--- config.mk ---
export PLATFORM = sky130hd
export DESIGN_NAME = serializador_entrada
export DESIGN_NICKNAME = d
export VERILOG_FILES = /design/src/rtl/serializador_entrada.sv
export SDC_FILE = /design/constraint.sdc
export NUM_CORES = 1
export LEC_CHECK = 0
export ABC_AREA = 1
export BUFFER_PORTS_ARGS = -buffer_cell sky130_fd_sc_hd__buf_2
export CAP_MARGIN = 0
export CORE_MARGIN = 2
export CORE_UTILIZATION = 30
export CTS_CLUSTER_SIZE = 10
export DETAILED_ROUTE_END_ITERATION = 8
export PLACE_DENSITY_LB_ADDON = 0.1
export SLEW_MARGIN = 20
export SYNTH_ARGS = -nofsm -noshare
export SYNTH_HDL_FRONTEND = slang
export SYNTH_SLANG_ARGS = --single-unit
--- constraint.sdc ---
create_clock -name clock -period 1.12 [get_ports clock]
set_input_delay 0 -clock clock [delete_from_list [all_inputs] [get_ports clock]]
set_output_delay 0 -clock clock [all_outputs]
set_load 0.005 [all_outputs]
--- src/rtl/serializador_entrada.sv ---
// serializador_entrada: parallel-to-serial stage with a one-deep input buffer,
// feeding the serial input of a downstream shift register.
module serializador_entrada #(
   parameter int LARGURA      = 4,
   parameter int MSB_PRIMEIRO = 1
) (
   input  logic               clock,
   input  logic               reset,
   input  logic [LARGURA-1:0] dado,
   input  logic               dado_valido,
   output logic               dado_pronto,
   output logic               saida,
   output logic               saida_valida,
   output logic               fim_palavra,
   output logic               ocupado
);
   localparam int IW = $clog2(LARGURA);
   localparam logic [IW-1:0] ULTIMO = IW'(LARGURA - 1);

   typedef enum logic {OCIOSO, DESLOCA} estado_t;

   estado_t            estado, estado_prox;
   logic [IW-1:0]      idx, idx_prox;
   logic [LARGURA-1:0] shift, shift_prox, buffer, buffer_prox, deslocado;
   logic               buffer_cheio, buffer_cheio_prox;
   logic               transfer, ultimo_bit;

   assign dado_pronto = !buffer_cheio && !reset;
   assign transfer    = dado_valido && dado_pronto;
   assign ultimo_bit  = (estado == DESLOCA) && (idx == ULTIMO);
   assign deslocado   = (MSB_PRIMEIRO != 0) ? {shift[LARGURA-2:0], 1'b0}
                                            : {1'b0, shift[LARGURA-1:1]};

   always_ff @(posedge clock) begin
      if (reset) begin
         estado       <= OCIOSO;
         idx          <= '0;
         shift        <= '0;
         buffer       <= '0;
         buffer_cheio <= 1'b0;
      end else begin
         estado       <= estado_prox;
         idx          <= idx_prox;
         shift        <= shift_prox;
         buffer       <= buffer_prox;
         buffer_cheio <= buffer_cheio_prox;
      end
   end

   // On the last-bit edge a buffered word wins; dado_pronto was low then, so no transfer can collide.
   always_comb begin
      estado_prox       = estado;
      idx_prox          = idx;
      shift_prox        = shift;
      buffer_prox       = buffer;
      buffer_cheio_prox = buffer_cheio;
      if (estado == OCIOSO) begin
         if (transfer) begin
            estado_prox = DESLOCA;
            shift_prox  = dado;
            idx_prox    = '0;
         end
      end else if (!ultimo_bit) begin
         shift_prox = deslocado;
         idx_prox   = idx + 1'b1;
         if (transfer) begin
            buffer_prox       = dado;
            buffer_cheio_prox = 1'b1;
         end
      end else if (buffer_cheio) begin
         shift_prox        = buffer;
         buffer_cheio_prox = 1'b0;
         idx_prox          = '0;
      end else if (transfer) begin
         shift_prox = dado;
         idx_prox   = '0;
      end else begin
         estado_prox = OCIOSO;
      end
   end

   assign saida_valida = (estado == DESLOCA);
   assign fim_palavra  = ultimo_bit;
   assign ocupado      = (estado == DESLOCA) || buffer_cheio;
   assign saida        = saida_valida && ((MSB_PRIMEIRO != 0) ? shift[LARGURA-1] : shift[0]);

endmodule

# Word level (Yosys, flattened, before mapping)
# Cells that the tools add are included.
# totals
reg_bits,12
elab_cells,32
in_bits,7
# classes
bitwise,1
n_reduce_logical,10
addsub,1
eq_ne,1
muxes,14
# ops
op,count
$mux W4,4
$mux W2,4
$mux W1,6
$logic_and A1 B1 Y1,4
$reduce_and A3 Y1,1
$add A2 B1 Y2 const B,1
$eq A2 B2 Y1 const B,1
$logic_not A1 Y1,2
$reduce_and A2 Y1,1
$reduce_bool A2 Y1,1
$logic_or A1 B1 Y1,1
$not A1 Y1,1

# Depth between registers and ports, before layout
# Gate-level depths: netlist (run 1).
# depth
ltp_word,7
ltp_mapped,7
ltp_nobuf,6

# Least setup slack after synthesis (run 1)
# No wires, ideal clock.
# synth_timing
path_type,reg2reg
from,register idx[0]
to,register shift[0]
slack_ns,-0.019
required_ns,1.050
path_stages_with_launch,6
path_buffers,0
t_arrival_ns,1.070
period_less_slack_ns,1.139
path_cell_list,dfxtp_1 -> ha_1 -> inv_1 -> o21ai_1 -> nand3_1 -> a21oi_1
# synth_between
elab_chain_cells,4
# synth_lines
element,line_no,rtl
from (decl),23,"logic [IW-1:0] idx, idx_prox;"
from (signal assigned),43,idx <= idx_prox;
$eq A2 B2 Y1,30,assign ultimo_bit = (estado == DESLOCA) && (idx == ULTIMO);
$logic_and A1 B1 Y1,30,
$mux W4,63,end else if (!ultimo_bit) begin
$mux W4,57,if (estado == OCIOSO) begin
to (signal assigned),44,shift <= shift_prox;
to (decl),24,"logic [LARGURA-1:0] shift, shift_prox, buffer, buffer_prox, deslocado;"
# Every way passes these cells.
# A chain may end at the register's enable or synchronous reset.

# Worst setup path after layout (run 1)
# Ends and elaborated chain as after synthesis.

==> results of run 1 <==
[sequential cells by signal, indices dropped and copies added, names as in the netlist]
name and cells:
shift 4, buffer 4, saida_valida 1, buffer_cheio 1
idx 2
[power groups by stage]
| stage | combinational [mW] | clock, mW | sequential, mW |
|---|---|---|---|
| floorplan | 0.0826 | 0 | 0.471 |
| global placement | 0.136 | 0 | 0.475 |
| detailed placement | 0.135 | 0 | 0.475 |
| CTS | 0.153 | 0.361 | 0.468 |
| global route | 0.186 | 0.395 | 0.474 |
| finish | 0.166 | 0.347 | 0.470 |
[through the flow]
step	worst slack [ns]	utilization	cells	setup TNS [ns]	cell area, µm²
after floorplan	0.00885	-	85	0	597
after global placement	-0.0775	0.368	127	-0.254	708
after detailed placement	-0.128	0.368	127	-0.443	708
after CTS	0.0129	0.424	135	0	816
after global routing	-0.0489	0.443	138	-0.313	851
final	0.00931	0.443	138	0	851
[per-layer routing]
layer / GRT usage / routed length (µm) / part of all wire / up-vias
li1: - / - / - / 331
met1: 0.186 / 721 / 0.47 / 273
met2: 0.227 / 742 / 0.48 / 16
met3: 0.0309 / 60 / 0.039 / 4
met4: 0.0905 / 25 / 0.016 / 0
met5: 0 / 0 / 0 / -
[cell type report]
class	instances	area share
tap	27	0.0397
sequential	12	0.288
multi-input combinational	58	0.378
timing repair buffer	23	0.187
inverter	14	0.0647
clock buffer	4	0.0426
[synthesized netlist by cell type]
cell type / instances / area, µm²
nand2_1: 15 / 56.3
nand2_4: 1 / 11.3
o21ai_1: 1 / 5.00
ha_1: 1 / 12.5
nor2_1: 7 / 26.3
dfxtp_1: 12 / 240
a21oi_1: 13 / 65.1
o21ai_0: 5 / 25.0
buf_6: 2 / 22.5
nor3_1: 2 / 10.0
nand3_1: 11 / 55.1
inv_1: 14 / 52.6
nor2_4: 1 / 11.3
[worst paths after layout]
path                            startpoint  endpoint  slack, ns
worst min register to register      idx[0]    idx[0]       0.48
worst max-delay path                idx[0]  shift[0]      0.009
worst min-delay path                 reset  shift[0]       0.11
worst max register to register      idx[0]  shift[0]      0.009
[worst max-delay path: stages (launching register included)]
cell     delay, ns
dfxtp_2       0.37
ha_4          0.17
inv_4         0.04
o21ai_2       0.12
buf_6         0.14
nand3_1       0.09
a21oi_2       0.11
[cells by family (layout without fill, tap and decap cells)]
group,Yosys count,in the layout,synth area share
AO/OA/AOI/OAI,19,19,0.160
buffers and inverters,16,41,0.127
AND/OR/NAND/NOR,37,38,0.287
flip-flops,12,12,0.405
adder cells (fa/ha/maj),1,1,0.0211
[timing repair]
action	CTS	global route
gates resized for setup	9	8
setup endpoints to repair	10	14
buffers inserted	0	2
hold buffers	4	0
endpoints found under the hold margin	4	0
cloned	0	1
pin swaps	1	3
==> metrics, run 1 <==
ant diodes=0; DPL Wire Length=1.11 mm; initial antenna violation count=0; Static Leak=around 0.39 nW; clock buffer depth=2; Hold WS=between 0.1 and 0.15 ns; via-per-instance ratio=between 4 and 5; row count=16; clk slew on worst S/H paths=~0.08 ns; DR DRC count=0; # clock sinks=12; measured slew at the worst slew-check pin=0.201 ns; Die Y=about 48 µm; Ports=12; syn_nets=between 90 and 100; CTS buffer count=3; synth warn=0; Total Wirelength=1.55 mm; Synth Instances=85; worst-path maximum fanout=7; commonest non-fill, non-tap cell in the layout=nand2_1; final setup fails=0; Avg Cell Area, Syn=6.98 µm²; area of the multi-input gates=between 300 and 400 µm²; latest clock arrival within the worst-skew pair=0.27 ns; Worst slew margin=0.864; IO Port Bufs=11; FILL cells=227; sequential share of power=0.478; synthesized area=~590 µm²; H-tree depth=1; WS Path Type=reg -> reg; Pre-Repair DR Iteration Count=4; worst r2r path cells=6; DRT antenna net count=0; sequential element share of the synthesized area=0.405; area grow syn2layout=43.5%; status=finished, final reports clean; worst hold-check path type=in -> reg; drt wl/cell=11.2 µm; FF+latch area=245 µm²; synth unique cells=13; Arrival @ worst endpoint=approximately 1.3 ns; root buffer cell=clkbuf_4; die area=around 0.0023 mm²; Vias=624; most frequent cells in the layout=13 x nand2_1, 12 x inv_1, 12 x a21oi_1, 11 x nand3_1, 11 x buf_2; global-route wire length before repair=roughly 2.6 mm; Max Cap Viol=0; Tmin final=1.11 ns; core area=roughly 0.0019 mm²; largest net degree at the start of global routing=14; GPL Wtd Cong=slightly below 0.8; Overall Power=0.983 mW; vias in the first global route=595; element type at the critical path end=flop; Initial DRC Count=12; startpoint types=flop; Post-Route Skew=roughly 0.0063 ns; Internal Pwr Total=approximately 0.73 mW; Clk pwr share=0.353; RSZ-0062 raised after global routing=true; Switching Share=0.260; peak supply drop=approximately 0.57 mV; Switching Power=0.255 mW; Slew Limit Fails=0; GRT Overall Usage=0.146; Die W=48.5 µm; Yosys reg bits=12; share of cells above drive strength 1=0.342; f_max=around 900 MHz; CTS tree=yes; hold depth=3; grt ovf=0; period utilization=0.992; Comb pwr share=0.169; Layout Nets=between 100 and 150; Fin. Hold Viols=0; Worst EP required=around 1.3 ns; PD cells=1160 mW/mm²; Initial Util=0.309
Note: power is estimated with default switching activity, not from simulation.
==> inputs of run 2 (changes only) <==
--- a/config.mk
+++ b/config.mk
@@ -7,8 +7,8 @@
 export LEC_CHECK = 0
 export ABC_AREA = 1
 export BUFFER_PORTS_ARGS = -buffer_cell sky130_fd_sc_hd__buf_2
-export CAP_MARGIN = 0
-export CORE_MARGIN = 2
+export CAP_MARGIN = 10
+export CORE_MARGIN = 1
 export CORE_UTILIZATION = 30
 export CTS_CLUSTER_SIZE = 10
 export DETAILED_ROUTE_END_ITERATION = 8
==> constraint.sdc (replaced) <==
create_clock -name clock -period 1.1 [get_ports clock]
set_input_delay 0 -clock clock [delete_from_list [all_inputs] [get_ports clock]]
set_output_delay 0 -clock clock [all_outputs]
set_load 0.005 [all_outputs]
==> run 2 against run 1 <==
Compared with the run above:
- the run now ends with setup timing left
- sequential power grew 2%
- setup slack worse by 0.012 ns
- largest power group unchanged
- combinational power is 14% higher
- global-route usage increased by 2.1 points
- design area increased by 4.4%
- flip-flop and latch count unchanged
- cell count decreased by 1.4%
- register-to-register slack about the same
- power is 5.7% lower
- wire length shrank 5.8%
- clock-buffer cell count down 1
- utilization rose by 5.6 points
==> metrics, run 2 (synthesis results as in run 1) <==
status=complete, but fails checks; failing checks=setup timing; Slew Limit Fails=0 (unchanged); WS Path Type=reg -> reg; post-layout util=0.498 (+0.0555); via-per-instance ratio=4.58 (+1.3%); period utilization=1.00 (+0.0107); Largest regs=buffer: 4 flops, shift: 4 flops, idx: 2 flops; die area=0.00216 mm² (-8.1%); Total Wirelength=1.46 mm (-5.8%); Static Leak=0.400 nW (+3.2%); row count=15 (-1); crit-path leading delay family=flip-flops; DPL Wire Length=1.05 mm (-5.1%); Ports=12 (unchanged); core area=0.00178 mm² (-7.2%); worst-path maximum fanout=4 (-3); Layout Nets=121 (+0.83%); IO Port Bufs=11 (unchanged); dpl cells=128 (+0.79%); initial antenna violation count=0 (unchanged); final setup fails=1 (+1); RSZ-0062 raised after global routing=true; largest net degree at the start of global routing=12 (-2); Worst EP required=1.31 ns (-0.02 ns); Overall Power=0.927 mW (-5.7%); PD cells=1040 mW/mm² (-9.7%); Worst Slack Setup Final=-0.00258 ns (-0.0119 ns); worst hold-check path type=in -> reg; GPL Wtd Cong=0.784 (-0.67%); Post-Route Skew=0.00314 ns (-0.00312 ns); critical path's slowest cell=dfxtp_2; global-route wire length before repair=2.47 mm (-6.0%); DR DRC count=0 (unchanged); Initial Util=0.333 (+0.0240); Worst slew margin=0.883 (+0.0190); clock buffer depth=2 (unchanged); latest clock arrival within the worst-skew pair=0.27 ns (about the same); CP cell instances=ha_4 -> inv_4 -> o21ai_4 -> buf_6 -> nand3_2 -> a21oi_2; clk slew on worst S/H paths=0.07 ns (about the same); Die Y=46.5 µm (-4.1%); H-tree depth=1 (unchanged); startpoint types=flop; grt ovf=0 (unchanged); CTS tree=yes; Pre-Repair DR Iteration Count=3 (-1); CTS buffer count=3 (unchanged); Initial DRC Count=14 (+2); CP max stage delay=0.36 ns (about the same); root buffer cell=clkbuf_4; measured slew at the worst slew-check pin=0.175 ns (-0.0264 ns); Max Cap Viol=0 (unchanged); ant diodes=0 (unchanged); DRT antenna net count=0 (unchanged); area grow syn2layout=49.8%; vias in the first global route=577 (-3.0%); drt wl/cell=10.7 µm (-4.4%); Tmin final=1.10 ns (-0.00811 ns); f_max=907 MHz (+0.74%); GRT Overall Usage=0.167 (+0.0208); most frequent cells in the layout=13 x inv_1, 13 x nand2_1, 11 x buf_2, 9 x buf_4; Die W=46.5 µm (-4.1%); Fin. Hold Viols=0 (unchanged); Finished Layout Cells=136 (-1.4%); peak supply drop=0.575 mV (+0.55%); Vias=623 (-0.16%); Arrival @ worst endpoint=1.31 ns (about the same); element type at the critical path end=flop; post-place setup slack=-0.126 ns (+0.00230 ns); share of cells above drive strength 1=0.405 (+0.0631); setup TNS=-0.00258 ns (-0.00258 ns); # clock sinks=12 (unchanged); WP buf/inv=2 (unchanged)
run 2: tightest hold or removal path, delay by kind of cell:
kind | cells | cell delay, ns
AOI/OAI and AO/OA | 1 | 0.04
buffers and inverters | 2 | 0.32
run 2: timing repair:
action,4_1_cts,5_1_grt
resized for setup,15,12
hold buffers,4,0
endpoints found under the setup margin,12,13
endpoints found under the hold margin,4,0
setup buffers,0,1
pin swaps,11,7
run 2: path summary, 6_finish.rpt:
kind | start | end | slack (ns) | cells after the start
min | reset | shift[1] | 0.13 | 3
min reg2reg | idx[0] | idx[0] | 0.47 | 1
max reg2reg | idx[0] | shift[3] | -0.003 | 6
max | idx[0] | shift[3] | -0.003 | 6
run 2: power breakdown:
part / internal [mW] / switching (mW) / total [mW]
combinational: 0.0928 / 0.0974 / 0.190
clock: 0.127 / 0.132 / 0.258
sequential: 0.457 / 0.0211 / 0.478
run 2: layer usage:
layer / wire (µm) / part of all wire / GRT usage / up-vias
li1: - / - / - / 330
met1: 719 / 0.49 / 0.224 / 280
met2: 673 / 0.46 / 0.236 / 13
met3: 68 / 0.047 / 0.0824 / 0
met4: 0 / 0 / 0.0412 / 0
met5: 0 / 0 / 0 / -
run 2: stage by stage:
stage / hold slack (ns) / instance area, µm²
floorplan: 0.141 / 597
finish: 0.128 / 888
CTS: 0.105 / 843
global placement: 0.273 / 728
detailed placement: 0.275 / 728
global route: 0.127 / 888
run 2: area by class of cell:
class                   count  area [µm²]
inverters                  14        55.1
well taps                  25        31.3
multi-input cells          57         358
fillers                   188         895
clock buffers               3        22.5
flip-flops and latches     12         248
repair buffers             25         174
